**src/rtl/uart_tx_arbiter.sv**
```systemverilog
// uart_tx_arbiter: four-requester round-robin arbiter feeding one UART
// transmitter. A granted byte is popped from its requester, framed as
// {stop, data, start} and launched with a one-cycle start_tx strobe. The
// arbiter then follows the transmitter's busy handshake and an optional idle
// gap before arbitrating again.
// Optional feature macro: ARB_PKT_LOCK_EN -- when defined, the arbiter stays
// on one requester from a byte with req_last=0 until a byte with req_last=1.
module uart_tx_arbiter #(
    parameter int GAP_CYCLES = 2,
    parameter int CNT_W      = 16
) (
    input  logic             clk,
    input  logic             rst,
    input  logic [3:0]       req_valid,
    input  logic [31:0]      req_data,
    input  logic [3:0]       req_last,
    output logic [3:0]       req_ready,
    input  logic             uart_tx_ready,
    input  logic             uart_busy,
    output logic             start_tx,
    output logic [9:0]       tx_frame,
    output logic [1:0]       grant_id,
    output logic             arb_busy,
    output logic [CNT_W-1:0] frame_count
);

    // Gap counter runs 0 .. GAP_CYCLES-1; keep it at least one bit wide.
    localparam int GAP_W      = (GAP_CYCLES > 1) ? $clog2(GAP_CYCLES) : 1;
    localparam int GAP_LAST_I = (GAP_CYCLES > 0) ? (GAP_CYCLES - 1) : 0;

    typedef enum logic [2:0] {
        S_IDLE,
        S_CAPTURE,
        S_START,
        S_WAIT_BUSY,
        S_WAIT_DONE,
        S_GAP
    } state_t;

    state_t             r_state;
    state_t             w_state_next;
    logic [1:0]         r_grant_id;
    logic [1:0]         r_rr_ptr;
    logic [9:0]         r_tx_frame;
    logic [CNT_W-1:0]   r_frame_count;
    logic [GAP_W-1:0]   r_gap_cnt;

    logic [1:0]         w_cand_idx [4];
    logic [3:0]         w_cand_hit;
    logic [1:0]         w_pick_id;
    logic [1:0]         w_grant_sel;
    logic               w_grant_ok;
    logic               w_sel_valid;
    logic [7:0]         w_sel_data;
    logic               w_do_capture;

    // Candidate gi is the requester gi+1 places after the last one served,
    // so candidate 0 has the highest priority this round.
    genvar gi;
    generate
        for (gi = 0; gi < 4; gi++) begin : g_cand
            assign w_cand_idx[gi] = r_rr_ptr + 2'(gi + 1);
            assign w_cand_hit[gi] = req_valid[w_cand_idx[gi]];
        end
    endgenerate

    // Priority pick: scan from lowest priority up so the first hit wins.
    always_comb begin
        w_pick_id = w_cand_idx[0];
        for (int k = 3; k >= 0; k--) begin
            if (w_cand_hit[k]) begin
                w_pick_id = w_cand_idx[k];
            end
        end
    end

    assign w_sel_valid  = req_valid[r_grant_id];
    assign w_sel_data   = req_data[{r_grant_id, 3'b000} +: 8];
    assign w_do_capture = (r_state == S_CAPTURE) && w_sel_valid;

`ifdef ARB_PKT_LOCK_EN
    logic r_lock;

    // While locked only the current grantee may be served; grant_id still
    // holds it because no other grant can happen in between.
    assign w_grant_ok  = r_lock ? req_valid[r_grant_id] : (|req_valid);
    assign w_grant_sel = r_lock ? r_grant_id : w_pick_id;

    // Lock tracks packet boundaries of captured bytes only.
    always_ff @(posedge clk) begin
        if (rst) begin
            r_lock <= 1'b0;
        end else if (w_do_capture) begin
            r_lock <= ~req_last[r_grant_id];
        end
    end
`else
    logic w_unused_last;

    assign w_unused_last = ^req_last;
    assign w_grant_ok    = |req_valid;
    assign w_grant_sel   = w_pick_id;
`endif

    // State register.
    always_ff @(posedge clk) begin
        if (rst) begin
            r_state <= S_IDLE;
        end else begin
            r_state <= w_state_next;
        end
    end

    // Next-state logic and the one-hot pop strobe.
    always_comb begin
        w_state_next = r_state;
        req_ready    = 4'b0000;
        case (r_state)
            S_IDLE: begin
                if (uart_tx_ready && w_grant_ok) begin
                    w_state_next = S_CAPTURE;
                end
            end
            S_CAPTURE: begin
                // A requester that withdrew is not popped; re-arbitrate.
                if (w_sel_valid) begin
                    req_ready[r_grant_id] = 1'b1;
                    w_state_next          = S_START;
                end else begin
                    w_state_next = S_IDLE;
                end
            end
            S_START: begin
                w_state_next = S_WAIT_BUSY;
            end
            S_WAIT_BUSY: begin
                if (uart_busy) begin
                    w_state_next = S_WAIT_DONE;
                end
            end
            S_WAIT_DONE: begin
                if (!uart_busy) begin
                    w_state_next = (GAP_CYCLES == 0) ? S_IDLE : S_GAP;
                end
            end
            S_GAP: begin
                if (r_gap_cnt == GAP_W'(GAP_LAST_I)) begin
                    w_state_next = S_IDLE;
                end
            end
            default: begin
                w_state_next = S_IDLE;
            end
        endcase
    end

    // Grant, frame, round-robin pointer and frame counter registers.
    always_ff @(posedge clk) begin
        if (rst) begin
            r_grant_id    <= 2'd0;
            r_rr_ptr      <= 2'd3;
            r_tx_frame    <= 10'h3FF;
            r_frame_count <= '0;
        end else begin
            if ((r_state == S_IDLE) && (w_state_next == S_CAPTURE)) begin
                r_grant_id <= w_grant_sel;
            end
            if (w_do_capture) begin
                r_tx_frame <= {1'b1, w_sel_data, 1'b0};
            end
            // Pointer moves only for launched frames, so an aborted
            // capture does not cost the requester its turn.
            if (r_state == S_START) begin
                r_frame_count <= r_frame_count + CNT_W'(1);
                r_rr_ptr      <= r_grant_id;
            end
        end
    end

    // Idle gap counter, cleared whenever the arbiter is outside GAP.
    always_ff @(posedge clk) begin
        if (rst) begin
            r_gap_cnt <= '0;
        end else if (r_state == S_GAP) begin
            r_gap_cnt <= r_gap_cnt + GAP_W'(1);
        end else begin
            r_gap_cnt <= '0;
        end
    end

    assign start_tx    = (r_state == S_START);
    assign arb_busy    = (r_state != S_IDLE);
    assign tx_frame    = r_tx_frame;
    assign grant_id    = r_grant_id;
    assign frame_count = r_frame_count;

endmodule

```
**config.mk**
```make
export PLATFORM = sky130hd
export DESIGN_NAME = uart_tx_arbiter
export DESIGN_NICKNAME = d
export VERILOG_FILES = /design/src/rtl/uart_tx_arbiter.sv
export SDC_FILE = /design/constraint.sdc
export NUM_CORES = 1
export LEC_CHECK = 0
export CAP_MARGIN = 20
export CORE_ASPECT_RATIO = 0.7
export CORE_MARGIN = 2
export CORE_UTILIZATION = 45
export CTS_CLUSTER_SIZE = 25
export DETAILED_ROUTE_END_ITERATION = 6
export PLACE_DENSITY = 0.86
export SETUP_SLACK_MARGIN = 0.5
export SLEW_MARGIN = 25
export SYNTH_ARGS = -nofsm -noshare
export SYNTH_HDL_FRONTEND = slang
export SYNTH_SLANG_ARGS = --single-unit
```
**constraint.sdc**
```tcl
create_clock -name clk -period 5.3 [get_ports clk]
set_clock_uncertainty 0.05 [all_clocks]
set_input_delay 0.53 -clock clk [delete_from_list [all_inputs] [get_ports clk]]
set_output_delay 0.53 -clock clk [all_outputs]
set_load 0.01 [all_outputs]
```
# Yosys cells after proc, flatten, opt, wreduce, memory -nomap -nowiden

Index checks and enable logic that the tools add are counted.
W data, S select, Z words.

$add $sub $neg: 5
Magnitude comparators: 6
Equality and inequality tests: 6
Shifts and indexed selects: 1
Multiplexer cells: 24
Bitwise operators: 1
Reductions and logical operators: 8

Operator list:

| cell                    | number |
|---|---|
| $shiftx A32 B6 Y8       | 1 |
| $pmux W3 S6             | 1 |
| $add A16 B1 Y16 const B | 1 |
| $lt A2 B3 Y1 const B    | 5 |
| $mux W3                 | 4 |
| $bmux W1 S2             | 5 |
| $mux W2                 | 5 |
| $mux W4                 | 2 |
| $eq A3 B1 Y1 const B    | 2 |
| $eq A3 B2 Y1 const B    | 2 |
| $eq A3 B3 Y1 const B    | 2 |
| $mux W1                 | 6 |
| $add A2 B2 Y2 const B   | 2 |
| $logic_and A1 B1 Y1     | 4 |
| $reduce_or A4 Y1        | 1 |
| $logic_not A3 Y1        | 1 |
| $reduce_bool A3 Y1      | 1 |
| $add A2 B1 Y2 const B   | 1 |
| $demux W1 S2            | 1 |
| $ge A2 B1 Y1 const B    | 1 |
| $reduce_or A2 Y1        | 1 |
| $add A1 B1 Y1 const B   | 1 |
| $not A1 Y1              | 1 |

Register bits: 33
Input port bits: 44
Output and inout port bits: 34
Logic and storage cells: 57

# Depth between registers and ports, before layout

Gate-level depths: netlist of the first run.

Depth after elaboration: 6
Mapped depth: 7
Gate-level depth less buffers: 5

# Worst setup path before layout of the first run

No wires, ideal clock.

Path kind: input to output
Start point: input req_valid[1]
End point: output req_ready[2]
Arrival: 1.708 ns
Data required time: 4.720 ns
Path slack: 3.012 ns
Cell stages on the path: 5
Path buffers: 2
Cells stage by stage: clkbuf_1 -> mux4_2 -> nand2_1 -> clkbuf_1 -> nor3b_1

Word-level cells in the longest chain between the ends: 4

Ends and longest elaborated chain:

| item                          | line | source |
|---|---|---|
| start: declaration            | 14   | `input logic [3:0] req_valid,` |
| $bmux W1 S2                   | 77   | `assign w_sel_valid = req_valid[r_grant_id];` |
| $mux W1 (not written as such) | 77   |  |
| $mux W4                       | 126  | `if (w_sel_valid) begin` |
| $mux W4                       | 118  | `case (r_state)` |
| end: declaration              | 17   | `output logic [3:0] req_ready,` |

Every way passes these cells. The select of a mux whose other input is x is not followed.

# Worst setup path in the final report of the first run

Start point: register r_grant_id[0], in the netlist grant_id[0]
End point: output req_ready[2]

Word-level cells in the longest chain between the ends: 6
Elaborated cells on any way between the ends: 9
Those cells by class: order compare (2); mux (6); reduce/logical (1)

Ends and longest elaborated chain:

| item                                                                      | line | source |
|---|---|---|
| start: declaration                                                        | 42   | `logic [1:0] r_grant_id;` |
| start signal: assignment                                                  | 166  | `r_grant_id <= w_grant_sel;` |
| $lt A2 B3 Y1 (not written as such) / $ge A2 B1 Y1 (equally long branches) | 127  | `req_ready[r_grant_id] = 1'b1;` |
| $logic_and A1 B1 Y1 (not written as such)                                 | 127  |  |
| $mux W1 (not written as such)                                             | 127  |  |
| $demux W1 S2                                                              | 127  |  |
| $mux W4 (*)                                                               | 126  |  |
| $mux W4 (*)                                                               | 118  |  |

Every way passes the cells marked *; elsewhere a longest branch is shown, timed or not. The select of a mux whose other input is x is not followed.

==> results of run 1 <==
==> power groups by stage <==
stage | clock network [mW] | registers [mW] | logic (mW)
5_1_grt | 0.200 | 0.281 | 0.139
4_1_cts | 0.191 | 0.278 | 0.129
3_5_place_dp | 0 | 0.284 | 0.127
6_report | 0.188 | 0.278 | 0.130
3_3_place_gp | 0 | 0.283 | 0.124
2_1_floorplan | 0 | 0.276 | 0.0706
==> kinds of logic (layout without fill, tap and decap cells) <==
family	Yosys count	in the layout	synth area share [%]
and+or+nand+nor	74	74	23.09
AOI/OAI and AO/OA	35	35	14.65
adders and majority gates	1	1	0.7214
DFF	33	33	38.10
muxes	11	11	12.99
buffers and inverters	20	87	4.689
xor gates and xnor gates	11	11	5.556
other	1	1	0.2162
==> synth_stat cells, types with 3 or more instances <==
| master | instances | area share (%) |
|---|---|---|
| dfxtp_1 | 33 | 38 |
| nor2_1 | 21 | 4.5 |
| and3_1 | 11 | 4.0 |
| a211o_1 | 10 | 5.1 |
| clkbuf_1 | 9 | 1.9 |
| mux4_2 | 9 | 12 |
| nand2_1 | 9 | 1.9 |
| a21oi_1 | 8 | 2.3 |
| xnor2_1 | 8 | 4.0 |
| inv_1 | 6 | 1.3 |
| nand3_1 | 6 | 1.7 |
| nor3_1 | 6 | 1.7 |
| nand4_1 | 4 | 1.4 |
| nor2b_1 | 3 | 1.1 |
| o21ai_0 | 3 | 0.87 |
| or3_1 | 3 | 1.1 |
| xor2_1 | 3 | 1.5 |
==> cell usage in the layout (no fill, tap or decap), types with 8 or more instances in the layout <==
master           instances
a211o_1                 10
a21oi_1                  8
and3_1                  11
clkdlybuf4s50_1         72
dfxtp_1                 33
mux4_2                   9
nand2_1                  9
nor2_1                  21
xnor2_1                  8
==> how the worst max path moves through the flow <==
stage,from,cells after the start,end,slack [ns]
2_1_floorplan,req_valid[1],5,req_ready[2],3.01
3_3_place_gp,req_valid[1],5,req_ready[2],2.03
3_5_place_dp,req_valid[1],5,req_ready[2],1.98
4_1_cts,grant_id[0],4,req_ready[2],1.82
5_1_grt,grant_id[0],4,req_ready[2],1.63
6_report,grant_id[0],4,req_ready[2],1.84
==> metrics by stage <==
stage / setup slack, ns / total power, mW / hold slack (ns) / area [µm²] / instances
final: 1.836 / 0.5959 / 0.4056 / 2556 / 303
after global routing: 1.627 / 0.6201 / 0.4195 / 2556 / 303
after CTS: 1.815 / 0.5992 / 0.4059 / 2556 / 303
after detailed placement: 1.979 / 0.4114 / 0.3913 / 2470 / 296
after global placement: 2.028 / 0.4076 / 0.3931 / 2470 / 296
after floorplan: 3.012 / 0.3470 / 0.4474 / 1734 / 186
==> layout make-up <==
type | count | area share [%]
timing repair buffer | 73 | 28.49
tap | 50 | 2.447
inverter | 7 | 1.028
clock buffer | 7 | 3.377
multi-input combinational | 133 | 38.82
sequential | 33 | 25.84
==> registers in the layout (all words and copies together), names as in the netlist <==
signal,cells
r_gap_cnt,1
grant_id,2
r_rr_ptr,2
frame_count,16
r_state,3
tx_frame,9
==> routing by layer <==
layer / vias to the layer above / global-route usage (%) / part of all wire, %
li1: 813 / - / -
met1: 801 / 27.81 / 46
met2: 59 / 33.50 / 46
met3: 8 / 5.682 / 5.7
met4: 0 / 5.764 / 1.4
met5: - / 0 / 0
==> reports/qor.csv, run 1 <==
stage;metric;value;unit
synth;yosys_warnings;0;
timing;max_freq;0.2887;GHz
critical_path;cpPeakStageDelay;0.86;ns
synth;netlist_area;1734;µm²
synth;synth-seq-area-share;38.10;%
critical_path;start_kind;flip-flop;
critical_path;path_buf_inv;1;
clock_network;cts.path.max_buffers;2;
clock_network;htree_levels;2;
critical_path;reg2reg_to;tx_frame[7];
synth;synth.avg_cell_area;9.323;µm²
timing;slew_headroom;44.69;%
synth;ys_async_sr_fraction;0;%
timing;min_period;3.464;ns
placement;place_congestion;0.7746;
global_routing;grt_pass1_wl;7341;µm
route;wl;4567;µm
synth;postSynthCellCount;186;
pwr;p_sw_share;25.84;%
clock_network;tritoncts;done;
route;first_pass_iters;4;
critical_path;endpoint_kind;primary output;
hold_path;holdPathEnd;tx_frame[0];
pwr;leakagePower;0.9251;nW
critical_path;crit_arrival;2.88;ns
clock_network;clk_latency;0.28;ns
die;dieWidth;78.20;µm
hold_path;hold_depth;1;
die;placementRows;18;
critical_path;critical_path.cell_chain;mux4_2, nand2_1, nor3b_1, clkdlybuf4s50_1;
die;die_h;55.94;µm
die;start_util;48.12;%
finish;fin_util;70.94;%
pwr;irDropWorstVdd;212.9;µV
critical_path;crit_fanout;16;
synth;ys_ff_latch;33;
die;die_area;4374;µm²
hold_path;hp-start;tx_frame[0];
die;core_area;3603;µm²
clock_network;cts_buffers;5;
finish;syn2layout_area_growth;47.40;%
finish;drive_gt1_share;8.300;%
global_routing;grt_antenna_before_repair;0;
clock_network;clkSlewWorstSetupHoldPaths;0.06;ns
critical_path;critPathKind;flip-flop to primary output;
clock_network;holdBufCountCts;0;
pwr;pwr-share-seq;46.7;%
timing;fin_crit_sh;65.36;%
synth;synth_edf_count;0;
critical_path;r2r_start;grant_id[0];
finish;fillers;310;
global_routing;grt_pass1_vias;1619;
pwr;pwr-share-comb;21.7;%
route;dr.first_iter.drc_count;105;
global_routing;grt_usage;20.87;%
finish;regArea;660.6;µm²
finish;final_nets;298;
clock_network;cts_resized;0;
global_routing;grt_max_degree;36;
clock_network;cts.sinks;33;
route;routedWlPerCell;15.07;µm
placement;numPortBuffers;72;
timing;drv_slew;0;
placement;dp.final_hpwl;3176;µm
hold_path;holdCritPathClass;flip-flop to flip-flop;
global_routing;grt_overflow;0;
pwr;power_frac_clock;31.6;%
run;cap_violations;0;
route;vias_per_cell;5.548;
timing;fin_setup_tns;0;ns
synth;yosysUniqueCellTypes;46;
critical_path;r2r_cells;3;
pwr;intPower;0.4419;mW
route;ant_nets;0;
clock_network;root_buffer;clkbuf_8;
critical_path;worstPathRequired;4.72;ns
clock_network;cts_setup_buffers;0;
critical_path;reg2reg_slack;3.00;ns
timing;setup_viol;0;
pwr;p_sw;0.1540;mW
finish;multi_input_area;992.2;µm²
route;drcViolationCount;0;
status;status;finished clean;
finish;n_antenna_cell;0;
synth;synth_ff_type;dfxtp_1;
pwr;power_density;233.1;nW/µm²
critical_path;critical-path-top-delay-family;flip-flops;
timing;worstMarginPinSlew;0.8285;ns
timing;rsz0062_at_grt;false;
route;vias;1681;
die;ios;78;
synth;syn_nets;231;
critical_path;cp_slowest_cell;dfxtp_1;
timing;finalHoldViolCount;0;
Note: power is estimated with default switching activity, not from simulation.
==> run 2, diff against run 1 <==
Settings changed: CORE_UTILIZATION 45 to 41, PLACE_DENSITY 0.86 to 0.79.
Clock period 5.3 ns to 3.32 ns, I/O delays scaled along.
==> run 2 against run 1 <==
- non-clock buffer count grew 4
- wire length shrank 0.74%
- final cell count up 2.3%
- via count decreased by 0.36%
- clock power rose by 77%
- power is 66% higher
- clock-buffer cell count unchanged
- combinational power is 76% higher
- design area grew 1.9%
- utilization is 5.7 points lower
- first-iteration DRC count decreased by 32%
- critical endpoint unchanged
- largest power group unchanged
==> reports/qor.csv, run 2 (same netlist as run 1, synthesis figures left out) <==
stage;metric;value;unit;change
timing;hold_ws;0.4032;ns;-0.002334 ns
hold_path;hp-start;tx_frame[0];;
pwr;power_density;379.6;nW/µm²;+63%
clock_network;cts_buffers;5;;unchanged
timing;fin_ws;0.6520;ns;-1.184 ns
route;wl;4533;µm;-0.74%
placement;placedCellCount;302;;+2.0%
pwr;leakagePower;0.9549;nW;+3.2%
clock_network;tritoncts;done;;
critical_path;cpPeakStageDelay;0.64;ns;-0.22 ns
global_routing;grt_usage;19.95;%;-0.91 points
clock_network;root_buffer;clkbuf_8;;
clock_network;htree_levels;2;;unchanged
clock_network;cts_resized;0;;unchanged
placement;dp.final_hpwl;3278;µm;+3.2%
critical_path;cp_slowest_cell;clkdlybuf4s50_1;;
critical_path;endpoint_kind;primary output;;
timing;drv_slew;0;;unchanged
finish;syn2layout_area_growth;50.14;%;
clock_network;cts.path.max_buffers;2;;unchanged
global_routing;grt_pass1_vias;1605;;-0.86%
hold_path;holdCritPathClass;flip-flop to flip-flop;;
placement;numPortBuffers;72;;unchanged
placement;dpl_worst_slack;0.6849;ns;-1.294 ns
critical_path;critPathKind;primary input to primary output;;
finish;fin_cells;310;;+2.3%
global_routing;grt_antenna_before_repair;0;;unchanged
finish;largest_reg_flops;16;;unchanged
global_routing;grt_use_met3;5.215;%;-0.47 points
finish;regArea;660.6;µm²;unchanged
route;routedWlPerCell;14.62;µm;-3.0%
finish;n_antenna_cell;0;;unchanged
die;dieWidth;81.73;µm;+4.5%
critical_path;critical-path-top-delay-family;buffers and inverters;;
timing;min_period;2.668;ns;
critical_path;r2r_start;r_state[1];;
clock_network;cts.sinks;33;;unchanged
critical_path;crit_top_cell;clkdlybuf4s50_1;;
route;vias_per_cell;5.403;;-2.6%
critical_path;start_kind;primary input;;
critical_path;critical_path.cell_chain;clkdlybuf4s50_1, mux4_2, nand2_1, nor3b_1, clkdlybuf4s50_1;;
clock_network;cts_setup_buffers;0;;unchanged
finish;layout_commonest_cell;clkdlybuf4s50_1;;
route;first_pass_iters;5;;+1
critical_path;path_buf_inv;2;;+1
clock_network;clkSlewWorstSetupHoldPaths;0.06;ns;about the same
route;ant_nets;0;;unchanged
timing;finalHoldViolCount;0;;unchanged
die;die_h;58.41;µm;+4.4%
route;drcViolationCount;0;;unchanged
timing;fin_crit_sh;80.36;%;
finish;fin_util;65.19;%;-5.7 points
finish;final_nets;302;;+1.3%
timing;fin_setup_tns;0;ns;unchanged
finish;final_cell_mix;clkdlybuf4s50_1 (72), dfxtp_1 (33), nor2_1 (21);;
global_routing;grt_util_met1;27.02;%;-0.80 points
finish;fillers;350;;+13%
route;vias;1675;;-0.36%
global_routing;grt_max_degree;36;;unchanged
timing;rsz0062_at_grt;false;;
global_routing;busiest_layer;met2;;
pwr;irDropWorstVdd;260.0;µV;+22%
finish;drive_gt1_share;10.47;%;+2.2 points
die;placementRows;19;;+1
die;core_area;3994;µm²;+11%
global_routing;met2_usage;30.55;%;-3.0 points
status;status;finished clean;;
die;die_area;4774;µm²;+9.1%
placement;place_congestion;0.8286;;+7.0%
die;ios;78;;unchanged
global_routing;grt_pass1_wl;7300;µm;-0.56%
clock_network;clk_latency;0.29;ns;about the same
finish;multi_input_area;992.2;µm²;unchanged
critical_path;crit_fanout;10;;-6
global_routing;grt_overflow;0;;unchanged
timing;setup_viol;0;;unchanged
timing;max_freq;0.3748;GHz;
route;dr.first_iter.drc_count;71;;-32%
critical_path;crit_arrival;2.29;ns;-0.59 ns
die;start_util;43.42;%;-4.7 points
critical_path;crit_start;req_valid[1];;
clock_network;holdBufCountCts;0;;unchanged
critical_path;worstPathRequired;2.94;ns;-1.78 ns
run;cap_violations;0;;unchanged
## run 2: layout make-up
cell class / instances / area share, %
multi-input combinational: 133 / 38.11
timing repair buffer: 77 / 29.12
sequential: 33 / 25.37
clock buffer: 7 / 3.700
tap: 52 / 2.499
inverter: 7 / 1.009
clock inverter: 1 / 0.1922
## run 2: final timing paths
kind | to | slack (ns) | depth (start not counted)
max reg2reg | frame_count[14] | 1.25 | 4
min reg2reg | tx_frame[0] | 0.40 | 1
max | req_ready[2] | 0.65 | 5
min | tx_frame[0] | 0.40 | 1
## run 2: through the flow
stage | power (mW) | cell area, µm²
floorplan | 0.5539 | 1734
global placement | 0.6588 | 2502
detailed placement | 0.6628 | 2502
CTS | 0.9966 | 2604
global route | 1.030 | 2604
finish | 0.9884 | 2604
## run 2: per-layer routing
layer / routed length (µm) / part of all wire, %
met5: 0 / 0
met4: 116 / 2.6
met3: 158 / 3.5
met2: 2159 / 48
met1: 2098 / 46
## run 2: where the power goes
part / internal, mW / switching [mW] / leakage, nW
clock: 0.187 / 0.145 / 0.0542
combinational: 0.133 / 0.0957 / 0.633
sequential: 0.414 / 0.0135 / 0.268
==> run 3, diff against run 2 <==
Settings changed: CORE_UTILIZATION 41 to 37, PLACE_DENSITY 0.79 to 0.75.
Clock period 3.32 ns to 2.32 ns, I/O delays scaled along.
==> run 3 against run 2 <==
- the flow now finishes with violations (DRC)
- setup slack got worse by 0.32 ns
- register-to-register slack got worse by 0.92 ns
- sequential power increased by 43%
- utilization shrank 1.9 points
- die area rose by 10%
- hold slack improved by 0.0036 ns
- critical endpoint is now frame_count[14]
- non-clock buffer count up 22
- power up 43%
- first-iteration DRC count up 39%
- combinational power increased by 66%
==> reports/qor.csv, run 3 (same netlist as run 1, synthesis figures left out) <==
stage;metric;value;unit;change
critical_path;r2r_cells;6;;+2
status;status;finished, violations left;;
route;ant_nets;0;;unchanged
critical_path;endpoint_kind;flip-flop;;
critical_path;critical-path-top-delay-family;simple AND/OR/NAND/NOR gates;;
clock_network;cts.sinks;33;;unchanged
route;drcViolationCount;6;;+6
die;die_h;61.28;µm;+4.9%
critical_path;crit_start;r_state[0];;
die;ios;78;;unchanged
die;dieWidth;85.83;µm;+5.0%
global_routing;grt_antenna_before_repair;0;;unchanged
critical_path;start_kind;flip-flop;;
clock_network;cts.path.max_buffers;2;;unchanged
pwr;power_density;504.9;nW/µm²;+33%
clock_network;tritoncts;done;;
critical_path;cpPeakStageDelay;0.48;ns;-0.16 ns
finish;fin_cells;335;;+8.1%
finish;layout_commonest_cell;clkdlybuf4s50_1;;
placement;dpl_worst_slack;0.2249;ns;-0.4600 ns
finish;drive_gt1_share;23.21;%;+13 points
route;wl;4941;µm;+9.0%
status;violations;DRC;;
critical_path;cp_slowest_cell;or4_4;;
finish;n_antenna_cell;0;;unchanged
critical_path;critPathKind;flip-flop to flip-flop;;
finish;fin_util;63.28;%;-1.9 points
placement;numPortBuffers;72;;unchanged
critical_path;r2r_start;r_state[0];;
pwr;power;1.415;mW;+43%
critical_path;crit_cells;6;;+1
clock_network;clk_latency;0.29;ns;about the same
die;start_util;39.15;%;-4.3 points
placement;placedCellCount;315;;+4.3%
critical_path;crit_fanout;3;;-7
timing;finalHoldViolCount;0;;unchanged
finish;final_nets;324;;+7.3%
timing;max_freq;0.5031;GHz;
placement;place_congestion;0.8298;;+0.14%
timing;setup_viol;0;;unchanged
timing;min_period;1.988;ns;
global_routing;grt_pass1_vias;1667;;+3.9%
route;first_pass_iters;6;;+1
timing;worstMarginPinSlew;0.5295;ns;
timing;fin_crit_sh;85.67;%;
die;core_area;4429;µm²;+11%
finish;syn2layout_area_growth;61.62;%;
run;cap_violations;0;;unchanged
critical_path;path_buf_inv;2;;unchanged
pwr;leakagePower;1.094;nW;+15%
route;vias_per_cell;5.442;;+0.71%
timing;fin_ws;0.3325;ns;-0.3196 ns
finish;largest_reg_flops;16;;unchanged
hold_path;hp-start;tx_frame[0];;
global_routing;grt_usage;19.07;%;-0.88 points
finish;final_cell_mix;clkdlybuf4s50_1 (66), dfxtp_1 (29), buf_4 (22);;
global_routing;grt_overflow;0;;unchanged
critical_path;worstPathRequired;2.49;ns;-0.45 ns
route;routedWlPerCell;14.75;µm;+0.87%
hold_path;holdCritPathClass;flip-flop to flip-flop;;
placement;dp.final_hpwl;3542;µm;+8.0%
timing;rsz0062_at_grt;true;;
timing;slew_headroom;64.59;%;
clock_network;cts_buffers;5;;unchanged
route;vias;1823;;+8.8%
timing;fin_setup_tns;0;ns;unchanged
timing;drv_slew;0;;unchanged
global_routing;grt_pass1_wl;7700;µm;+5.5%
route;dr.first_iter.drc_count;99;;+39%
critical_path;critical_path.cell_chain;buf_6, or3b_4, buf_6, or4_4, or3_1, a21oi_1;;
die;placementRows;20;;+1
finish;fillers;421;;+20%
global_routing;grt_max_degree;16;;-56%
hold_path;hold_depth;1;;unchanged
critical_path;crit_arrival;2.15;ns;-0.14 ns
clock_network;htree_levels;2;;unchanged
critical_path;crit_top_cell;buf_6;;
pwr;irDropWorstVdd;404.5;µV;+56%
die;die_area;5259;µm²;+10%
clock_network;root_buffer;clkbuf_8;;
clock_network;clkSlewWorstSetupHoldPaths;0.07;ns;about the same
## run 3: cell count changes in the layout (fill, tap and decap cells not counted), moves of 2 or more
cell,previous run,this run
buf_4,5,22
clkbuf_8,7,5
nor4_1,2,0
buf_6,0,5
buf_2,0,5
dfxtp_2,0,3
clkdlybuf4s50_1,72,66
dfxtp_1,33,29
## run 3: worst reg2reg max path: cells and delay by family (launching register included)
| family | cells | cell delay (ns) |
|---|---|---|
| simple gates | 3 | 1.18 |
| flops | 1 | 0.32 |
| buf+inv | 2 | 0.24 |
| compound gates | 1 | 0.12 |
## run 3: what timing repair did
item,in CTS,in global routing
hold buffers,0,0
gates resized for setup,30,11
hold endpoints to repair,0,0
pin swaps,2,3
buffers inserted,9,3
setup endpoints to repair,9,13
## run 3: power by group
group | leakage [nW] | internal (mW) | total [mW] | switching (mW)
sequential | 0.270 | 0.593 | 0.613 | 0.0200
combinational | 0.780 | 0.227 | 0.379 | 0.151
clock | 0.0439 | 0.207 | 0.423 | 0.217
## run 3: path summary, 6_finish.rpt
path              slack, ns         endpoint
setup / recovery       0.33  frame_count[14]
hold / removal         0.41      tx_frame[0]
setup reg to reg       0.33  frame_count[14]
hold reg to reg        0.41      tx_frame[0]
## run 3: cell type report
class	instances	area (µm²)	share of cell area, %
inverters	7	31.28	1.116
repair buffers	99	915.9	32.68
multi-input cells	133	1032	36.83
clock inverters	3	17.52	0.6250
well taps	55	68.82	2.455
clock buffers	5	68.82	2.455
flip-flops and latches	33	668.1	23.84
## run 3: metal layers
metal,track usage [%],up-vias,part of all wire (%)
met4,5.896,0,0.71
met3,6.568,4,7.3
li1,-,873,-
met2,29.80,63,45
met1,25.39,883,47
met5,0,-,0
## run 3: through the flow
stage	hold WS [ns]	area, µm²
2_1_floorplan	0.3559	1744
3_3_place_gp	0.3930	2581
3_5_place_dp	0.3988	2581
4_1_cts	0.4155	2743
5_1_grt	0.4296	2803
6_report	0.4068	2803
